<file path="src/rtl/seq_alu_if.sv">
// seq_alu_if: request/response bundle between the datapath and seq_alu.
//
// Signals:
//   in_valid  - request strobe from the datapath.
//   in_ready  - ALU can take a request this cycle.
//   op, mode  - opcode and width select (1 = full word, 0 = half word).
//   a, b      - operands; b also carries the shift/rotate amount.
//   done      - one-cycle pulse when result and flags are valid.
//   result    - registered result.
//   zero, sign, carry, overflow - persistent status register.
//
// Modports: master drives requests, slave (the ALU) drives responses.
interface seq_alu_if #(
  parameter int WIDTH = 20
);
  logic             in_valid;
  logic             in_ready;
  logic [3:0]       op;
  logic             mode;
  logic [WIDTH-1:0] a;
  logic [WIDTH-1:0] b;
  logic             done;
  logic [WIDTH-1:0] result;
  logic             zero;
  logic             sign;
  logic             carry;
  logic             overflow;

  modport master (
    output in_valid, op, mode, a, b,
    input  in_ready, done, result, zero, sign, carry, overflow
  );

  modport slave (
    input  in_valid, op, mode, a, b,
    output in_ready, done, result, zero, sign, carry, overflow
  );
endinterface

</file>
<file path="src/rtl/seq_alu.sv">
// seq_alu: sequential ALU with a persistent status register.
//
// Logic/add/subtract ops finish in one cycle. Shifts and rotates move one
// bit per cycle. MUL is a shift-add multiplier consuming one multiplier
// bit per cycle. The effective width is WIDTH (mode=1) or HALF (mode=0);
// result bits above the effective width are always zero.
//
// Ports:
//   clk  - rising-edge clock.
//   rst  - synchronous, active-high reset.
//   bus  - seq_alu_if slave modport (handshake, operands, result, flags).
module seq_alu #(
  parameter int WIDTH = 20,
  parameter int HALF  = 10
) (
  input  logic      clk,
  input  logic      rst,
  seq_alu_if.slave  bus
);

  localparam int CW = $clog2(WIDTH + 1);

  localparam logic [WIDTH-1:0] FULL_MASK = {WIDTH{1'b1}};
  localparam logic [WIDTH-1:0] HALF_MASK = {{(WIDTH-HALF){1'b0}}, {HALF{1'b1}}};
  localparam logic [WIDTH-1:0] FULL_TOP  = WIDTH'(1) << (WIDTH - 1);
  localparam logic [WIDTH-1:0] HALF_TOP  = WIDTH'(1) << (HALF - 1);

  localparam logic [3:0] OP_NOT = 4'd0,  OP_AND = 4'd1,  OP_OR  = 4'd2,  OP_XOR = 4'd3;
  localparam logic [3:0] OP_ADD = 4'd4,  OP_ADC = 4'd5,  OP_SUB = 4'd6,  OP_SBB = 4'd7;
  localparam logic [3:0] OP_INC = 4'd8,  OP_DEC = 4'd9,  OP_SHL = 4'd10, OP_SHR = 4'd11;
  localparam logic [3:0] OP_ROL = 4'd12, OP_ROR = 4'd13, OP_MUL = 4'd14, OP_CMP = 4'd15;

  typedef enum logic [1:0] {
    IDLE,
    ITER,
    DONE
  } state_t;

  state_t             state_q, state_d;
  logic [3:0]         op_q, op_d;
  logic               mode_q, mode_d;
  logic [WIDTH-1:0]   work_q, work_d;
  logic [2*WIDTH-1:0] mcand_q, mcand_d;
  logic [2*WIDTH-1:0] acc_q, acc_d;
  logic [CW-1:0]      cnt_q, cnt_d;
  logic [WIDTH-1:0]   result_q, result_d;
  logic               zero_q, zero_d;
  logic               sign_q, sign_d;
  logic               carry_q, carry_d;
  logic               ovf_q, ovf_d;
  logic               done_q, done_d;
  logic               ready_q, ready_d;

  // Sign bit of an effective-width value.
  function automatic logic msb_of(input logic [WIDTH-1:0] v, input logic m);
    return m ? v[WIDTH-1] : v[HALF-1];
  endfunction

  // Operands masked to the requested width, and the capped shift amount.
  logic [WIDTH-1:0] mask_in, a_in, b_in;
  logic [CW-1:0]    ew_in, amt_in;
  logic             is_shift_in;

  always_comb begin
    mask_in     = bus.mode ? FULL_MASK : HALF_MASK;
    a_in        = bus.a & mask_in;
    b_in        = bus.b & mask_in;
    ew_in       = bus.mode ? CW'(WIDTH) : CW'(HALF);
    amt_in      = (b_in >= WIDTH'(ew_in)) ? ew_in : b_in[CW-1:0];
    is_shift_in = (bus.op == OP_SHL) || (bus.op == OP_SHR) ||
                  (bus.op == OP_ROL) || (bus.op == OP_ROR);
  end

  // Single-cycle datapath. Sum and difference are formed one bit wider than
  // the word so that bit EW holds the carry (or borrow, which shows up as the
  // wrapped sign of a negative difference).
  logic [WIDTH-1:0] opnd, sum_r, dif_r, alu_r;
  logic [WIDTH:0]   sum_w, dif_w;
  logic             cin, sa, so, add_c, add_v, sub_c, sub_v, alu_c, alu_v, alu_wr;

  always_comb begin
    opnd = b_in;
    cin  = 1'b0;
    if (bus.op == OP_ADC || bus.op == OP_SBB) cin = carry_q;
    if (bus.op == OP_INC || bus.op == OP_DEC) opnd = WIDTH'(1);

    sum_w = {1'b0, a_in} + {1'b0, opnd} + {{WIDTH{1'b0}}, cin};
    dif_w = {1'b0, a_in} - {1'b0, opnd} - {{WIDTH{1'b0}}, cin};
    sum_r = sum_w[WIDTH-1:0] & mask_in;
    dif_r = dif_w[WIDTH-1:0] & mask_in;

    sa    = msb_of(a_in, bus.mode);
    so    = msb_of(opnd, bus.mode);
    add_c = bus.mode ? sum_w[WIDTH] : sum_w[HALF];
    sub_c = bus.mode ? dif_w[WIDTH] : dif_w[HALF];
    add_v = (sa == so) && (msb_of(sum_r, bus.mode) != sa);
    sub_v = (sa != so) && (msb_of(dif_r, bus.mode) != sa);

    alu_r  = '0;
    alu_c  = 1'b0;
    alu_v  = 1'b0;
    alu_wr = 1'b1;
    case (bus.op)
      OP_NOT: alu_r = ~a_in & mask_in;
      OP_AND: alu_r = a_in & b_in;
      OP_OR:  alu_r = a_in | b_in;
      OP_XOR: alu_r = a_in ^ b_in;
      OP_ADD, OP_ADC, OP_INC: begin
        alu_r = sum_r;
        alu_c = add_c;
        alu_v = add_v;
      end
      OP_SUB, OP_SBB, OP_DEC, OP_CMP: begin
        alu_r  = dif_r;
        alu_c  = sub_c;
        alu_v  = sub_v;
        alu_wr = (bus.op != OP_CMP);
      end
      default: alu_r = '0;
    endcase
  end

  // One iteration step for shifts/rotates and the shift-add multiplier.
  logic [WIDTH-1:0]   mask_q, step_work, mul_lo;
  logic [2*WIDTH-1:0] acc_nxt;
  logic               msb_w, step_out, mul_hi;

  always_comb begin
    mask_q    = mode_q ? FULL_MASK : HALF_MASK;
    msb_w     = msb_of(work_q, mode_q);
    step_work = work_q >> 1;
    step_out  = work_q[0];
    case (op_q)
      OP_SHL: begin
        step_work = (work_q << 1) & mask_q;
        step_out  = msb_w;
      end
      OP_ROL: begin
        step_work = ((work_q << 1) | {{(WIDTH-1){1'b0}}, msb_w}) & mask_q;
        step_out  = msb_w;
      end
      OP_ROR: begin
        step_work = (work_q >> 1) | (work_q[0] ? (mode_q ? FULL_TOP : HALF_TOP) : '0);
        step_out  = work_q[0];
      end
      default: begin
        step_work = work_q >> 1;
        step_out  = work_q[0];
      end
    endcase

    acc_nxt = work_q[0] ? (acc_q + mcand_q) : acc_q;
    mul_lo  = acc_nxt[WIDTH-1:0] & mask_q;
    mul_hi  = mode_q ? (|acc_nxt[2*WIDTH-1:WIDTH]) : (|acc_nxt[2*WIDTH-1:HALF]);
  end

  // Next-state logic. Flags only change on the transition into DONE, so the
  // stored carry seen by ADC/SBB is always that of the previous operation.
  always_comb begin
    state_d  = state_q;
    op_d     = op_q;
    mode_d   = mode_q;
    work_d   = work_q;
    mcand_d  = mcand_q;
    acc_d    = acc_q;
    cnt_d    = cnt_q;
    result_d = result_q;
    zero_d   = zero_q;
    sign_d   = sign_q;
    carry_d  = carry_q;
    ovf_d    = ovf_q;

    case (state_q)
      IDLE: begin
        if (bus.in_valid) begin
          op_d   = bus.op;
          mode_d = bus.mode;
          if (bus.op == OP_MUL) begin
            state_d = ITER;
            work_d  = b_in;
            mcand_d = {{WIDTH{1'b0}}, a_in};
            acc_d   = '0;
            cnt_d   = ew_in;
          end else if (is_shift_in && amt_in != '0) begin
            state_d = ITER;
            work_d  = a_in;
            cnt_d   = amt_in;
          end else if (is_shift_in) begin
            state_d  = DONE;
            result_d = a_in;
            zero_d   = (a_in == '0);
            sign_d   = msb_of(a_in, bus.mode);
            carry_d  = 1'b0;
            ovf_d    = 1'b0;
          end else begin
            state_d = DONE;
            if (alu_wr) result_d = alu_r;
            zero_d  = (alu_r == '0);
            sign_d  = msb_of(alu_r, bus.mode);
            carry_d = alu_c;
            ovf_d   = alu_v;
          end
        end
      end
      ITER: begin
        cnt_d   = cnt_q - CW'(1);
        work_d  = step_work;
        mcand_d = mcand_q << 1;
        acc_d   = acc_nxt;
        if (cnt_q == CW'(1)) begin
          state_d = DONE;
          if (op_q == OP_MUL) begin
            result_d = mul_lo;
            zero_d   = (mul_lo == '0);
            sign_d   = msb_of(mul_lo, mode_q);
            carry_d  = mul_hi;
            ovf_d    = mul_hi;
          end else begin
            result_d = step_work;
            zero_d   = (step_work == '0);
            sign_d   = msb_of(step_work, mode_q);
            carry_d  = step_out;
            ovf_d    = 1'b0;
          end
        end
      end
      DONE:    state_d = IDLE;
      default: state_d = IDLE;
    endcase
  end

  // Handshake outputs are registered decodes of the next state.
  assign done_d  = (state_d == DONE);
  assign ready_d = (state_d == IDLE);

  // State register; reset abandons any operation in flight.
  always_ff @(posedge clk) begin
    if (rst) begin
      state_q  <= IDLE;
      op_q     <= '0;
      mode_q   <= 1'b0;
      work_q   <= '0;
      mcand_q  <= '0;
      acc_q    <= '0;
      cnt_q    <= '0;
      result_q <= '0;
      zero_q   <= 1'b0;
      sign_q   <= 1'b0;
      carry_q  <= 1'b0;
      ovf_q    <= 1'b0;
      done_q   <= 1'b0;
      ready_q  <= 1'b1;
    end else begin
      state_q  <= state_d;
      op_q     <= op_d;
      mode_q   <= mode_d;
      work_q   <= work_d;
      mcand_q  <= mcand_d;
      acc_q    <= acc_d;
      cnt_q    <= cnt_d;
      result_q <= result_d;
      zero_q   <= zero_d;
      sign_q   <= sign_d;
      carry_q  <= carry_d;
      ovf_q    <= ovf_d;
      done_q   <= done_d;
      ready_q  <= ready_d;
    end
  end

  assign bus.in_ready = ready_q;
  assign bus.done     = done_q;
  assign bus.result   = result_q;
  assign bus.zero     = zero_q;
  assign bus.sign     = sign_q;
  assign bus.carry    = carry_q;
  assign bus.overflow = ovf_q;

endmodule

</file>
<file path="src/flat_wrapper.sv">
// flat-port wrapper written by rule: the top's interface ports become plain ports
module seq_alu_flat 
#(
  parameter int WIDTH = 20,
  parameter int HALF  = 10
)
  (clk, rst, bus_in_valid, bus_op, bus_mode, bus_a, bus_b, bus_in_ready, bus_done, bus_result, bus_zero, bus_sign, bus_carry, bus_overflow);
  seq_alu_if #(.WIDTH(WIDTH)) bus_i ();
  input  logic clk;
  input  logic rst;
  input wire logic [$bits(bus_i.in_valid)-1:0] bus_in_valid;
  input wire logic [$bits(bus_i.op)-1:0] bus_op;
  input wire logic [$bits(bus_i.mode)-1:0] bus_mode;
  input wire logic [$bits(bus_i.a)-1:0] bus_a;
  input wire logic [$bits(bus_i.b)-1:0] bus_b;
  output wire logic [$bits(bus_i.in_ready)-1:0] bus_in_ready;
  output wire logic [$bits(bus_i.done)-1:0] bus_done;
  output wire logic [$bits(bus_i.result)-1:0] bus_result;
  output wire logic [$bits(bus_i.zero)-1:0] bus_zero;
  output wire logic [$bits(bus_i.sign)-1:0] bus_sign;
  output wire logic [$bits(bus_i.carry)-1:0] bus_carry;
  output wire logic [$bits(bus_i.overflow)-1:0] bus_overflow;
  assign bus_i.in_valid = bus_in_valid;
  assign bus_i.op = bus_op;
  assign bus_i.mode = bus_mode;
  assign bus_i.a = bus_a;
  assign bus_i.b = bus_b;
  assign bus_in_ready = bus_i.in_ready;
  assign bus_done = bus_i.done;
  assign bus_result = bus_i.result;
  assign bus_zero = bus_i.zero;
  assign bus_sign = bus_i.sign;
  assign bus_carry = bus_i.carry;
  assign bus_overflow = bus_i.overflow;
  seq_alu #(.WIDTH(WIDTH), .HALF(HALF)) u_core (.clk(clk), .rst(rst), .bus(bus_i));
endmodule
</file>
<file path="config.mk">
export PLATFORM = sky130hd
export DESIGN_NAME = seq_alu_flat
export DESIGN_NICKNAME = d
export VERILOG_FILES = /design/src/rtl/seq_alu_if.sv /design/src/rtl/seq_alu.sv /design/src/flat_wrapper.sv
export SDC_FILE = /design/constraint.sdc
export NUM_CORES = 1
export LEC_CHECK = 0
export CORE_MARGIN = 3
export CORE_UTILIZATION = 30
export DETAILED_ROUTE_END_ITERATION = 8
export DONT_BUFFER_PORTS = 1
export GPL_ROUTABILITY_DRIVEN = 0
export PLACE_DENSITY_LB_ADDON = 0.12
export SLEW_MARGIN = 20
export SYNTH_ARGS = -nofsm -noshare
export SYNTH_HDL_FRONTEND = slang
export SYNTH_SLANG_ARGS = --single-unit
</file>
<file path="constraint.sdc">
create_clock -name clk -period 5.55 [get_ports clk]
set_input_delay 0.2775 -clock clk [delete_from_list [all_inputs] [get_ports clk]]
set_output_delay 0.2775 -clock clk [all_outputs]
set_load 0.05 [all_outputs]
</file>
==> flow_summary.html, run 1 <==
<table>
<tr><th>Metric</th><th>Value</th></tr>
<tr><th colspan="2">Global route</th></tr>
<tr><td>Largest net degree at the start of global routing</td><td>136</td></tr>
<tr><td>Number of global-route vias before repair</td><td>13700</td></tr>
<tr><td>Aggregate global routing overflow</td><td>0</td></tr>
<tr><td>Number of antenna violations at the first check in global routing</td><td>0</td></tr>
<tr><td>Wire length of the first global-routing pass</td><td>83500 um</td></tr>
<tr><td>GRT Total Usage</td><td>0.225</td></tr>
<tr><th colspan="2">Placed design</th></tr>
<tr><td>Total placed instance area</td><td>0.0140 mm2</td></tr>
<tr><td>Port-buffer cells</td><td>0</td></tr>
<tr><td>DP HPWL</td><td>40700 um</td></tr>
<tr><th colspan="2">Hold path</th></tr>
<tr><td>Worst min-delay path class</td><td>in -&gt; reg</td></tr>
<tr><th colspan="2">Power and ir drop</th></tr>
<tr><td>Worst IR drop on VDD</td><td>0.000198 V</td></tr>
<tr><td>Switching power share of the total</td><td>0.385</td></tr>
<tr><td>Part of the power in combinational logic</td><td>0.290</td></tr>
<tr><td>Power, Total</td><td>3.19 mW</td></tr>
<tr><td>Power spent charging and discharging nets</td><td>1.23 mW</td></tr>
<tr><td>Fraction of power consumed by the clock network</td><td>0.340</td></tr>
<tr><td>Power per standard cell area</td><td>216 mW/mm2</td></tr>
<tr><td>Portion of total power attributed to sequential cells</td><td>0.369</td></tr>
<tr><td>Cell internal power dissipation</td><td>1.96 mW</td></tr>
<tr><td>Static power due to leakage</td><td>5.93 nW</td></tr>
<tr><th colspan="2">Floorplan</th></tr>
<tr><td>Core area</td><td>0.0446 mm2</td></tr>
<tr><td>Row Count</td><td>77</td></tr>
<tr><td>Die Footprint</td><td>0.0481 mm2</td></tr>
<tr><td>Num ports</td><td>74</td></tr>
<tr><td>Initial Utilization</td><td>0.306</td></tr>
<tr><td>X dimension of the die</td><td>219 um</td></tr>
<tr><td>Height of the die</td><td>219 um</td></tr>
<tr><th colspan="2">Worst setup path</th></tr>
<tr><td>Required time of the critical path</td><td>5.94 ns</td></tr>
<tr><td>Critical Path Sink Type</td><td>flop</td></tr>
<tr><td>Signal arrival time at the worst endpoint</td><td>4.74 ns</td></tr>
<tr><td>Element type at the critical path start</td><td>flop</td></tr>
<tr><td>Worst Path Class, Setup</td><td>reg -&gt; reg</td></tr>
<tr><td>Maximum fanout count along the critical path</td><td>4</td></tr>
<tr><th colspan="2">Detailed routing</th></tr>
<tr><td>Number of design rule violations left after detail routing</td><td>0</td></tr>
<tr><td>Routed Antenna Nets</td><td>0</td></tr>
<tr><td>Vias per cell</td><td>5.73</td></tr>
<tr><td>Detailed-route via count</td><td>14100</td></tr>
<tr><td>Post-DR wirelength/cell</td><td>22.3 um</td></tr>
<tr><td>Total routed wirelength</td><td>54600 um</td></tr>
<tr><td>DR iter-0 viols</td><td>958</td></tr>
<tr><td>First-pass iteration count of the detailed router</td><td>7</td></tr>
<tr><th colspan="2">Clock network</th></tr>
<tr><td>CTS Root Buffer Type</td><td>sky130_fd_sc_hd__clkbuf_16</td></tr>
<tr><td>CTS hold repair buffers</td><td>15</td></tr>
<tr><td>Clock latency reported for the late side of the worst-skew pair</td><td>0.46 ns</td></tr>
<tr><td>Clock sink count</td><td>138</td></tr>
<tr><td>Clock tree from TritonCTS</td><td>done</td></tr>
<tr><td>H-tree depth reported by CTS</td><td>4</td></tr>
<tr><td>Post-CTS setup repair buffer count</td><td>0</td></tr>
<tr><td>Longest Clk Path Bufs</td><td>2</td></tr>
<tr><td>Num CTS Buffers</td><td>17</td></tr>
<tr><td>PostCTS Resize Cnt</td><td>0</td></tr>
<tr><td>Clock-pin slew reported for the worst setup and hold paths after clock tree synthesis</td><td>0.07 ns</td></tr>
<tr><th colspan="2">Job</th></tr>
<tr><td>Number of violations of the max-capacitance limit</td><td>0</td></tr>
<tr><th colspan="2">Yosys</th></tr>
<tr><td>Top flip-flop cell by instance count after synthesis</td><td>sky130_fd_sc_hd__dfxtp_1</td></tr>
<tr><td>Post-Synthesis Cells</td><td>1920</td></tr>
<tr><td>Adder and majority cell fraction of the synthesized area</td><td>0.137</td></tr>
<tr><td>Mux cell area share after synthesis</td><td>0.0166</td></tr>
<tr><td>Proportion of synthesized chip area in sequential cells</td><td>0.202</td></tr>
<tr><td>Count of different cell masters after synthesis</td><td>89</td></tr>
<tr><td>Post-synthesis share of cell area spent on xor and xnor gates</td><td>0.0385</td></tr>
<tr><td>Netlist area before placement</td><td>0.0137 mm2</td></tr>
<tr><td>Post-synthesis sequential element count</td><td>138</td></tr>
<tr><td>Area fraction in and, or, nand and nor cells after synthesis</td><td>0.247</td></tr>
<tr><td>Number of flops mapped to enable cells by yosys</td><td>0</td></tr>
<tr><td>Proportion of register bits with asynchronous set or reset after synthesis</td><td>0</td></tr>
<tr><td>Number of warnings printed during yosys synthesis</td><td>0</td></tr>
<tr><td>Area fraction in compound gates after synthesis</td><td>0.287</td></tr>
<tr><td>Per-instance average area after synthesis</td><td>7.11 um2</td></tr>
<tr><td>Largest family of logic cells by synthesized area</td><td>compound AO/OA/AOI/OAI gates</td></tr>
<tr><td>Net count of the mapped netlist</td><td>2115</td></tr>
<tr><th colspan="2">Final layout</th></tr>
<tr><td>NumNets Final</td><td>2042</td></tr>
<tr><td>Most common cell after layout, fill and taps aside</td><td>sky130_fd_sc_hd__nor2_1</td></tr>
<tr><td>Most used cells in the layout excluding fill and tap cells</td><td>244 x sky130_fd_sc_hd__nor2_1, 229 x sky130_fd_sc_hd__nand2_1, 176 x sky130_fd_sc_hd__a21oi_1</td></tr>
<tr><td>Count of filler cells inserted in the layout</td><td>4852</td></tr>
<tr><td>Share of final-layout standard cells stronger than drive strength 1</td><td>0.0495</td></tr>
<tr><td>Final instance area</td><td>0.0147 mm2</td></tr>
<tr><td>Antenna diode instance count</td><td>0</td></tr>
<tr><td>Layout-stage area growth over the synthesis result</td><td>7.94%</td></tr>
<tr><th colspan="2">STA</th></tr>
<tr><td>Fin Setup TNS</td><td>0 ns</td></tr>
<tr><td>Setup-failing EPs final</td><td>0</td></tr>
<tr><td>Final period demand of the worst path</td><td>4.36 ns</td></tr>
<tr><td>Total count of max-transition violations in the final report</td><td>0</td></tr>
<tr><td>Transition at the pin with the smallest max-transition slack</td><td>1.09 ns</td></tr>
<tr><td>Maximum clock frequency</td><td>230 MHz</td></tr>
<tr><td>Tightest slew margin relative to the limit</td><td>0.274</td></tr>
<tr><td>Number of failing hold endpoints at the final stage</td><td>0</td></tr>
<tr><td>Final Skew</td><td>0.0161 ns</td></tr>
<tr><td>Fin crit share</td><td>0.785</td></tr>
<tr><td>Setup repair after global routing missed its margin</td><td>no</td></tr>
<tr><th colspan="2">Outcome</th></tr>
<tr><td>Result of the run</td><td>completed</td></tr>
</table>
[kinds of logic (layout without fill, tap and decap cells)]
group / count (synthesis) / in the layout
AND/OR/NAND/NOR: 738 / 738
XOR/XNOR: 60 / 60
adder cells (fa/ha/maj): 147 / 147
flip-flops: 138 / 138
buffers and inverters: 230 / 170
AO/OA/AOI/OAI: 585 / 585
multiplexers: 22 / 22
[Yosys cell counts, drive strengths merged, types with 30 or more instances]
cell / count / area share
ha: 142 / 0.13
dfxtp: 138 / 0.20
a31oi: 30 / 0.014
nor2: 246 / 0.068
inv: 100 / 0.027
nand4: 33 / 0.015
nand2: 229 / 0.063
nand3: 55 / 0.020
o21ai: 83 / 0.030
a211oi: 37 / 0.021
buf: 30 / 0.015
xnor2: 42 / 0.027
a21oi: 177 / 0.065
clkbuf: 98 / 0.027
o211ai: 41 / 0.023
nor3: 52 / 0.019
[per-layer routing]
metal  global-route usage  wire, um
met5                    0         0
met4               0.0801      1800
met3               0.0400      3120
met2                0.370     24900
met1                0.295     24800
[sequential cells by signal, indices dropped and copies added (netlist names)]
name,cells
u_core.acc_q,40
u_core.bus.carry,1
u_core.bus.done,1
u_core.bus.in_ready,1
u_core.bus.overflow,1
u_core.bus.result,20
u_core.bus.sign,1
u_core.bus.zero,1
u_core.cnt_q,5
u_core.mcand_q,40
u_core.mode_q,1
u_core.op_q,4
u_core.state_q,2
u_core.work_q,20
[critical path, cell delays in order, from the launching register on]
cell	delay, ns
sky130_fd_sc_hd__dfxtp_1	0.32
sky130_fd_sc_hd__buf_4	0.22
sky130_fd_sc_hd__nand3_1	0.14
sky130_fd_sc_hd__inv_1	0.09
sky130_fd_sc_hd__fa_1	0.44
sky130_fd_sc_hd__inv_1	0.08
sky130_fd_sc_hd__ha_1	0.15
sky130_fd_sc_hd__nor2_1	0.05
sky130_fd_sc_hd__fa_1	0.39
sky130_fd_sc_hd__a21boi_0	0.28
sky130_fd_sc_hd__o21a_1	0.21
sky130_fd_sc_hd__o21ai_0	0.09
sky130_fd_sc_hd__nand2b_1	0.11
sky130_fd_sc_hd__xor2_1	0.07
sky130_fd_sc_hd__a2111oi_0	0.77
sky130_fd_sc_hd__nand4_1	0.21
sky130_fd_sc_hd__nor3_1	0.16
sky130_fd_sc_hd__and4_1	0.24
sky130_fd_sc_hd__nand4_1	0.11
sky130_fd_sc_hd__a21oi_1	0.16
[path summary, 6_finish.rpt]
kind                 startpoint                  to  slack [ns]  cells after the start
max reg2reg    u_core.bus.carry     u_core.bus.zero        1.19                     19
min                    bus_a[0]   u_core.mcand_q[0]        0.03                      2
min reg2reg  u_core.mcand_q[38]  u_core.mcand_q[39]        0.48                      2
max            u_core.bus.carry     u_core.bus.zero        1.19                     19
[power by group through the flow]
stage | Sequential [mW] | Combinational, mW | Clock [mW]
2_1_floorplan | 1.16 | 0.674 | 0
3_3_place_gp | 1.20 | 0.881 | 0
3_5_place_dp | 1.20 | 0.884 | 0
4_1_cts | 1.18 | 0.920 | 1.12
5_1_grt | 1.19 | 1.03 | 1.15
6_report | 1.18 | 0.926 | 1.09
[area by class of cell]
cell class | count | area [um2] | share of cell area
well taps | 592 | 741 | 0.0502
multi-input cells | 1552 | 9990 | 0.677
clock inverters | 13 | 97.6 | 0.00662
clock buffers | 19 | 443 | 0.0300
repair buffers | 37 | 333 | 0.0226
inverters | 101 | 379 | 0.0257
flip-flops and latches | 138 | 2760 | 0.187
[per-stage QoR]
| step | utilization | setup slack, ns | cells | hold slack (ns) |
|---|---|---|---|---|
| detailed placement | 0.315 | 0.998 | 2405 | 0.387 |
| global route | 0.331 | 0.803 | 2452 | 0.0430 |
| global placement | 0.315 | 1.17 | 2405 | 0.385 |
| CTS | 0.331 | 1.22 | 2452 | 0.0120 |
| floorplan | - | 1.09 | 1920 | 0.428 |
| finish | 0.331 | 1.19 | 2452 | 0.0316 |
(Power assumes the default switching activity.)
==> inputs of run 2 (changes only) <==
==> constraint.sdc (replaced) <==
create_clock -name clk -period 4.4 [get_ports clk]
set_input_delay 0.22 -clock clk [delete_from_list [all_inputs] [get_ports clk]]
set_output_delay 0.22 -clock clk [all_outputs]
set_load 0.05 [all_outputs]
==> run 2 against run 1 <==
- sequential power increased by 25%
- highest routed layer unchanged
- worst hold slack improved by 0.019 ns
- utilization increased by 0.60 points
- count of clock-buffer cells in the layout unchanged
- global-route usage about the same
- die area unchanged
- critical path depth decreased by 5
- sequential cell count unchanged
- final cell count increased by 1.1%
==> flow_summary.html, run 2 (synthesized netlist as in run 1, its figures left out) <==
<table>
<tr><th>Metric</th><th>Value</th></tr>
<tr><th colspan="2">Worst setup path</th></tr>
<tr><td>Critical Path Sink Type</td><td>flop</td></tr>
<tr><td>Signal arrival time at the worst endpoint</td><td>4.52 ns</td></tr>
<tr><td>Element type at the critical path start</td><td>flop</td></tr>
<tr><td>Maximum fanout count along the critical path</td><td>5</td></tr>
<tr><td>Worst Path Class, Setup</td><td>reg -&gt; reg</td></tr>
<tr><td>Required time of the critical path</td><td>4.72 ns</td></tr>
<tr><th colspan="2">STA</th></tr>
<tr><td>Transition at the pin with the smallest max-transition slack</td><td>0.927 ns</td></tr>
<tr><td>Fin crit share</td><td>0.955</td></tr>
<tr><td>Tightest slew margin relative to the limit</td><td>0.366</td></tr>
<tr><td>Setup-failing EPs final</td><td>0</td></tr>
<tr><td>Maximum clock frequency</td><td>238 MHz</td></tr>
<tr><td>Hold Slack</td><td>0.0502 ns</td></tr>
<tr><td>Total count of max-transition violations in the final report</td><td>0</td></tr>
<tr><td>Fin Setup TNS</td><td>0 ns</td></tr>
<tr><td>Number of failing hold endpoints at the final stage</td><td>0</td></tr>
<tr><td>Final period demand of the worst path</td><td>4.20 ns</td></tr>
<tr><td>Final Skew</td><td>0.0185 ns</td></tr>
<tr><td>Setup repair after global routing missed its margin</td><td>no</td></tr>
<tr><th colspan="2">Final layout</th></tr>
<tr><td>Registers with the most flip-flops</td><td>u_core.acc_q x40, u_core.mcand_q x40</td></tr>
<tr><td>Antenna diode instance count</td><td>0</td></tr>
<tr><td>Final instance area</td><td>0.0150 mm2</td></tr>
<tr><td>Final standard cell utilization of the core</td><td>0.337</td></tr>
<tr><td>Most common cell after layout, fill and taps aside</td><td>sky130_fd_sc_hd__nor2_1</td></tr>
<tr><td>Layout-stage area growth over the synthesis result</td><td>9.90%</td></tr>
<tr><td>NumNets Final</td><td>2069</td></tr>
<tr><td>Count of filler cells inserted in the layout</td><td>4836</td></tr>
<tr><td>Share of final-layout standard cells stronger than drive strength 1</td><td>0.0620</td></tr>
<tr><td>Most used cells in the layout excluding fill and tap cells</td><td>245 x sky130_fd_sc_hd__nor2_1, 229 x sky130_fd_sc_hd__nand2_1, 175 x sky130_fd_sc_hd__a21oi_1</td></tr>
<tr><th colspan="2">Global route</th></tr>
<tr><td>Aggregate global routing overflow</td><td>0</td></tr>
<tr><td>GRT Total Usage</td><td>0.226</td></tr>
<tr><td>Largest net degree at the start of global routing</td><td>137</td></tr>
<tr><td>Number of global-route vias before repair</td><td>13600</td></tr>
<tr><td>Wire length of the first global-routing pass</td><td>83900 um</td></tr>
<tr><td>Number of antenna violations at the first check in global routing</td><td>0</td></tr>
<tr><th colspan="2">Power and ir drop</th></tr>
<tr><td>Power, Total</td><td>4.19 mW</td></tr>
<tr><td>Worst IR drop on VDD</td><td>0.000212 V</td></tr>
<tr><td>Power per standard cell area</td><td>279 mW/mm2</td></tr>
<tr><td>Static power due to leakage</td><td>6.09 nW</td></tr>
<tr><th colspan="2">Floorplan</th></tr>
<tr><td>Row Count</td><td>77</td></tr>
<tr><td>Core area</td><td>0.0446 mm2</td></tr>
<tr><td>X dimension of the die</td><td>219 um</td></tr>
<tr><td>Num ports</td><td>74</td></tr>
<tr><td>Height of the die</td><td>219 um</td></tr>
<tr><td>Initial Utilization</td><td>0.306</td></tr>
<tr><td>Die Footprint</td><td>0.0481 mm2</td></tr>
<tr><th colspan="2">Clock network</th></tr>
<tr><td>H-tree depth reported by CTS</td><td>4</td></tr>
<tr><td>CTS Root Buffer Type</td><td>sky130_fd_sc_hd__clkbuf_16</td></tr>
<tr><td>Clock-pin slew reported for the worst setup and hold paths after clock tree synthesis</td><td>0.07 ns</td></tr>
<tr><td>Num CTS Buffers</td><td>17</td></tr>
<tr><td>Clock sink count</td><td>138</td></tr>
<tr><td>Clock latency reported for the late side of the worst-skew pair</td><td>0.46 ns</td></tr>
<tr><td>Post-CTS setup repair buffer count</td><td>0</td></tr>
<tr><td>Clock tree from TritonCTS</td><td>done</td></tr>
<tr><td>Longest Clk Path Bufs</td><td>2</td></tr>
<tr><th colspan="2">Placed design</th></tr>
<tr><td>DP HPWL</td><td>41200 um</td></tr>
<tr><td>Port-buffer cells</td><td>0</td></tr>
<tr><td>Total placed instance area</td><td>0.0142 mm2</td></tr>
<tr><th colspan="2">Detailed routing</th></tr>
<tr><td>First-pass iteration count of the detailed router</td><td>6</td></tr>
<tr><td>Post-DR wirelength/cell</td><td>22.2 um</td></tr>
<tr><td>Detailed-route via count</td><td>14200</td></tr>
<tr><td>Vias per cell</td><td>5.74</td></tr>
<tr><td>DR iter-0 viols</td><td>1224</td></tr>
<tr><td>Number of design rule violations left after detail routing</td><td>0</td></tr>
<tr><td>Total routed wirelength</td><td>54900 um</td></tr>
<tr><td>Routed Antenna Nets</td><td>0</td></tr>
<tr><th colspan="2">Outcome</th></tr>
<tr><td>Result of the run</td><td>completed</td></tr>
<tr><th colspan="2">Hold path</th></tr>
<tr><td>Worst min-delay path class</td><td>in -&gt; reg</td></tr>
<tr><th colspan="2">Job</th></tr>
<tr><td>Number of violations of the max-capacitance limit</td><td>0</td></tr>
</table>
[run 2: cell count changes in the layout (fill, tap and decap cells not counted), moves of 2 or more]
cell                            delta
sky130_fd_sc_hd__buf_4            +24
sky130_fd_sc_hd__clkinvlp_4        -2
sky130_fd_sc_hd__dlygate4sd3_1     +3
sky130_fd_sc_hd__bufinv_16         +2
[run 2: where the power goes]
| part | leakage (nW) | internal [mW] | switching [mW] |
|---|---|---|---|
| Sequential | 1.12 | 1.32 | 0.165 |
| Clock | 0.290 | 0.867 | 0.638 |
| Combinational | 4.68 | 0.444 | 0.761 |
[run 2: final cells by class]
cell class,count,area [um2],area share
clock buffer,19,453,0.0302
clock inverter,13,143,0.00950
inverter,101,379,0.0253
multi-input combinational,1552,9990,0.665
sequential,138,2760,0.184
tap,592,741,0.0493
timing repair buffer,64,543,0.0362
[run 2: metal layers]
| layer | vias up | wire length (um) | track usage | share of wire |
|---|---|---|---|---|
| met5 | - | 0 | 0 | 0 |
| met4 | 0 | 1150 | 0.0648 | 0.021 |
| met1 | 6886 | 25100 | 0.301 | 0.46 |
| met2 | 385 | 25600 | 0.374 | 0.47 |
| li1 | 6882 | - | - | - |
| met3 | 73 | 3180 | 0.0371 | 0.058 |
[run 2: final timing paths]
check	startpoint	end	slack [ns]	depth (start not counted)
max reg2reg	u_core.acc_q[0]	u_core.bus.overflow	0.20	14
max	u_core.acc_q[0]	u_core.bus.overflow	0.20	14
min reg2reg	u_core.mcand_q[21]	u_core.mcand_q[22]	0.48	2
min	bus_a[2]	u_core.bus.result[2]	0.05	2
[run 2: what timing repair did]
item / in CTS / in global routing
hold buffers: 18 / 0
gates resized for setup: 0 / 2
endpoints found under the setup margin: 0 / 2
hold endpoints to repair: 137 / 0
[run 2: worst max-delay path, cell delays in order (launching register included)]
cell and delay (ns):
sky130_fd_sc_hd__dfxtp_1 0.35, sky130_fd_sc_hd__ha_1 0.24, sky130_fd_sc_hd__fa_1 0.44, sky130_fd_sc_hd__a21o_1 0.25, sky130_fd_sc_hd__a221oi_4 0.28, sky130_fd_sc_hd__o22ai_1 0.27
sky130_fd_sc_hd__nand2b_1 0.27, sky130_fd_sc_hd__a41oi_1 0.31, sky130_fd_sc_hd__xnor2_1 0.15, sky130_fd_sc_hd__a2111oi_0 0.64, sky130_fd_sc_hd__buf_4 0.22, sky130_fd_sc_hd__nand4_1 0.10
sky130_fd_sc_hd__o41ai_2 0.25, sky130_fd_sc_hd__buf_4 0.21, sky130_fd_sc_hd__a311oi_1 0.09
[run 2: through the flow]
stage | cells | worst slack (ns)
floorplan | 1920 | 0.00178
global placement | 2429 | 0.0863
detailed placement | 2429 | 0.0457
CTS | 2479 | 0.250
global route | 2479 | 0.00197
finish | 2479 | 0.200
==> inputs of run 3 (changes only) <==
--- a/config.mk
+++ b/config.mk
@@ -11,6 +11,7 @@
 export DONT_BUFFER_PORTS = 1
 export GPL_ROUTABILITY_DRIVEN = 0
 export PLACE_DENSITY_LB_ADDON = 0.12
+export REMOVE_ABC_BUFFERS = 1
 export SLEW_MARGIN = 20
 export SYNTH_ARGS = -nofsm -noshare
 export SYNTH_HDL_FRONTEND = slang
==> run 3 against run 2 <==
- via count down 1.4%
- clock skew down 0.00053 ns
- sequential power about the same
- die area unchanged
- clock power about the same
- first-iteration DRC count down 21%
- utilization up 0.21 points
- register-to-register slack better by 0.08 ns
- design area up 0.63%
- sequential share of layout area down 0.11 points
- critical endpoint unchanged
- largest cell class unchanged
==> flow_summary.html, run 3 (synthesized netlist as in run 1, its figures left out) <==
<table>
<tr><th>Metric</th><th>Value</th></tr>
<tr><th colspan="2">Outcome</th></tr>
<tr><td>Result of the run</td><td>completed</td></tr>
<tr><th colspan="2">STA</th></tr>
<tr><td>Tightest slew margin relative to the limit</td><td>0.295</td></tr>
<tr><td>Setup repair after global routing missed its margin</td><td>no</td></tr>
<tr><td>Maximum clock frequency</td><td>243 MHz</td></tr>
<tr><td>Final period demand of the worst path</td><td>4.12 ns</td></tr>
<tr><td>Transition at the pin with the smallest max-transition slack</td><td>1.06 ns</td></tr>
<tr><td>Number of failing hold endpoints at the final stage</td><td>0</td></tr>
<tr><td>Setup WS post-layout</td><td>0.279 ns</td></tr>
<tr><td>Total count of max-transition violations in the final report</td><td>0</td></tr>
<tr><td>Final Skew</td><td>0.0179 ns</td></tr>
<tr><td>Fin crit share</td><td>0.937</td></tr>
<tr><td>Setup-failing EPs final</td><td>0</td></tr>
<tr><th colspan="2">Clock network</th></tr>
<tr><td>Clock-pin slew reported for the worst setup and hold paths after clock tree synthesis</td><td>0.07 ns</td></tr>
<tr><td>Num CTS Buffers</td><td>17</td></tr>
<tr><td>Clock sink count</td><td>138</td></tr>
<tr><td>Longest Clk Path Bufs</td><td>2</td></tr>
<tr><td>H-tree depth reported by CTS</td><td>4</td></tr>
<tr><td>Clock tree from TritonCTS</td><td>done</td></tr>
<tr><td>CTS Root Buffer Type</td><td>sky130_fd_sc_hd__clkbuf_16</td></tr>
<tr><td>Clock latency reported for the late side of the worst-skew pair</td><td>0.46 ns</td></tr>
<tr><td>Post-CTS setup repair buffer count</td><td>0</td></tr>
<tr><th colspan="2">Final layout</th></tr>
<tr><td>Most used cells in the layout excluding fill and tap cells</td><td>245 x sky130_fd_sc_hd__nor2_1, 229 x sky130_fd_sc_hd__nand2_1, 175 x sky130_fd_sc_hd__a21oi_1</td></tr>
<tr><td>Antenna diode instance count</td><td>0</td></tr>
<tr><td>Layout-stage area growth over the synthesis result</td><td>10.6%</td></tr>
<tr><td>Most common cell after layout, fill and taps aside</td><td>sky130_fd_sc_hd__nor2_1</td></tr>
<tr><td>Registers with the most flip-flops</td><td>u_core.acc_q x40, u_core.mcand_q x40</td></tr>
<tr><td>Final standard cell utilization of the core</td><td>0.339</td></tr>
<tr><td>NumNets Final</td><td>2081</td></tr>
<tr><td>Final instance area</td><td>0.0151 mm2</td></tr>
<tr><td>Share of final-layout standard cells stronger than drive strength 1</td><td>0.0674</td></tr>
<tr><th colspan="2">Global route</th></tr>
<tr><td>GRT Total Usage</td><td>0.223</td></tr>
<tr><td>Met1 usage</td><td>0.285</td></tr>
<tr><td>Wire length of the first global-routing pass</td><td>83300 um</td></tr>
<tr><td>Number of antenna violations at the first check in global routing</td><td>0</td></tr>
<tr><td>GR met2 Demand/Resource</td><td>0.385</td></tr>
<tr><td>Global-route met3 utilization</td><td>0.0360</td></tr>
<tr><td>Aggregate global routing overflow</td><td>0</td></tr>
<tr><td>Number of global-route vias before repair</td><td>13800</td></tr>
<tr><td>Largest net degree at the start of global routing</td><td>136</td></tr>
<tr><td>Routing layer with the top usage in global route</td><td>met2</td></tr>
<tr><th colspan="2">Detailed routing</th></tr>
<tr><td>Total routed wirelength</td><td>53900 um</td></tr>
<tr><td>DR iter-0 viols</td><td>968</td></tr>
<tr><td>First-pass iteration count of the detailed router</td><td>7</td></tr>
<tr><td>Routed Antenna Nets</td><td>0</td></tr>
<tr><td>Vias per cell</td><td>5.63</td></tr>
<tr><td>Detailed-route via count</td><td>14000</td></tr>
<tr><td>Number of design rule violations left after detail routing</td><td>0</td></tr>
<tr><td>Post-DR wirelength/cell</td><td>21.7 um</td></tr>
<tr><th colspan="2">Hold path</th></tr>
<tr><td>Hold_sp</td><td>bus_a[8]</td></tr>
<tr><td>Worst min-delay path class</td><td>in -&gt; reg</td></tr>
<tr><th colspan="2">Placed design</th></tr>
<tr><td>Port-buffer cells</td><td>0</td></tr>
<tr><td>DP Worst Slack</td><td>-0.00445 ns</td></tr>
<tr><td>DP HPWL</td><td>40400 um</td></tr>
<tr><td>Total placed instance area</td><td>0.0143 mm2</td></tr>
<tr><th colspan="2">Floorplan</th></tr>
<tr><td>Core area</td><td>0.0446 mm2</td></tr>
<tr><td>Die Footprint</td><td>0.0481 mm2</td></tr>
<tr><td>Num ports</td><td>74</td></tr>
<tr><td>X dimension of the die</td><td>219 um</td></tr>
<tr><td>Row Count</td><td>77</td></tr>
<tr><td>Initial Utilization</td><td>0.306</td></tr>
<tr><td>Height of the die</td><td>219 um</td></tr>
<tr><th colspan="2">Worst setup path</th></tr>
<tr><td>Critical register-to-register path startpoint</td><td>u_core.acc_q[1]</td></tr>
<tr><td>Signal arrival time at the worst endpoint</td><td>4.44 ns</td></tr>
<tr><td>Maximum fanout count along the critical path</td><td>5</td></tr>
<tr><td>Worst Path Class, Setup</td><td>reg -&gt; reg</td></tr>
<tr><td>Required time of the critical path</td><td>4.72 ns</td></tr>
<tr><td>Element type at the critical path start</td><td>flop</td></tr>
<tr><td>Critical Path Sink Type</td><td>flop</td></tr>
<tr><td>Critical path startpoint</td><td>u_core.acc_q[1]</td></tr>
<tr><th colspan="2">Power and ir drop</th></tr>
<tr><td>Power per standard cell area</td><td>279 mW/mm2</td></tr>
<tr><td>Static power due to leakage</td><td>6.14 nW</td></tr>
<tr><td>Worst IR drop on VDD</td><td>0.000229 V</td></tr>
<tr><th colspan="2">Job</th></tr>
<tr><td>Number of violations of the max-capacitance limit</td><td>0</td></tr>
</table>
[run 3: changes by cell type in the layout (fill, tap and decap cells not counted), sizes merged]
cell / previous run / this run
buf: 47 / 58
clkinv: 8 / 5
clkinvlp: 2 / 4
dlygate4sd3: 17 / 18
inv: 102 / 103
[run 3: worst paths after layout]
| check | to | slack, ns | cells after the start |
|---|---|---|---|
| setup / recovery | u_core.bus.overflow | 0.28 | 14 |
| hold / removal | u_core.bus.result[8] | 0.04 | 2 |
| setup reg to reg | u_core.bus.overflow | 0.28 | 14 |
| hold reg to reg | u_core.mcand_q[22] | 0.48 | 2 |
[run 3: metal layers]
layer | vias to the layer above | routed length, um
met3 | 77 | 2390
met1 | 6718 | 24100
met4 | 0 | 1470
met5 | - | 0
met2 | 328 | 26000
li1 | 6906 | -
[run 3: layout make-up]
type | instances | area [um2]
clock buffers | 19 | 453
clock inverters | 13 | 143
fillers | 4847 | 29500
inverters | 101 | 379
multi-input cells | 1552 | 9990
flip-flops and latches | 138 | 2760
well taps | 592 | 741
repair buffers | 76 | 636
[run 3: where the power goes]
part | internal, mW | total, mW | switching [mW]
combinational | 0.463 | 1.24 | 0.777
sequential | 1.32 | 1.48 | 0.159
clock | 0.868 | 1.50 | 0.631
[run 3: per-stage QoR]
step	instances	setup TNS (ns)	hold WS [ns]	total power, mW
2_1_floorplan	1791	-10.13	0.289	2.28
3_3_place_gp	2440	0	0.335	2.68
3_5_place_dp	2440	-0.00445	0.339	2.68
4_1_cts	2491	0	0.0214	4.24
5_1_grt	2491	0	0.0295	4.45
6_report	2491	0	0.0395	4.22
[run 3: what timing repair did]
action / CTS / global route
hold endpoints to repair: 136 / 0
hold buffers: 19 / 0
resized for setup: 0 / 3
setup endpoints to repair: 0 / 4
[run 3: critical path, stage by stage (launching register included)]
cell	delay, ns
sky130_fd_sc_hd__dfxtp_1	0.44
sky130_fd_sc_hd__ha_1	0.27
sky130_fd_sc_hd__a21o_1	0.22
sky130_fd_sc_hd__a41o_2	0.30
sky130_fd_sc_hd__o2111ai_1	0.32
sky130_fd_sc_hd__nand3_1	0.23
sky130_fd_sc_hd__a31oi_1	0.43
sky130_fd_sc_hd__mux2_2	0.26
sky130_fd_sc_hd__nand4_1	0.12
sky130_fd_sc_hd__a2111oi_1	0.55
sky130_fd_sc_hd__buf_4	0.20
sky130_fd_sc_hd__nand4_1	0.11
sky130_fd_sc_hd__o41ai_2	0.21
sky130_fd_sc_hd__buf_4	0.21
sky130_fd_sc_hd__a311oi_1	0.10
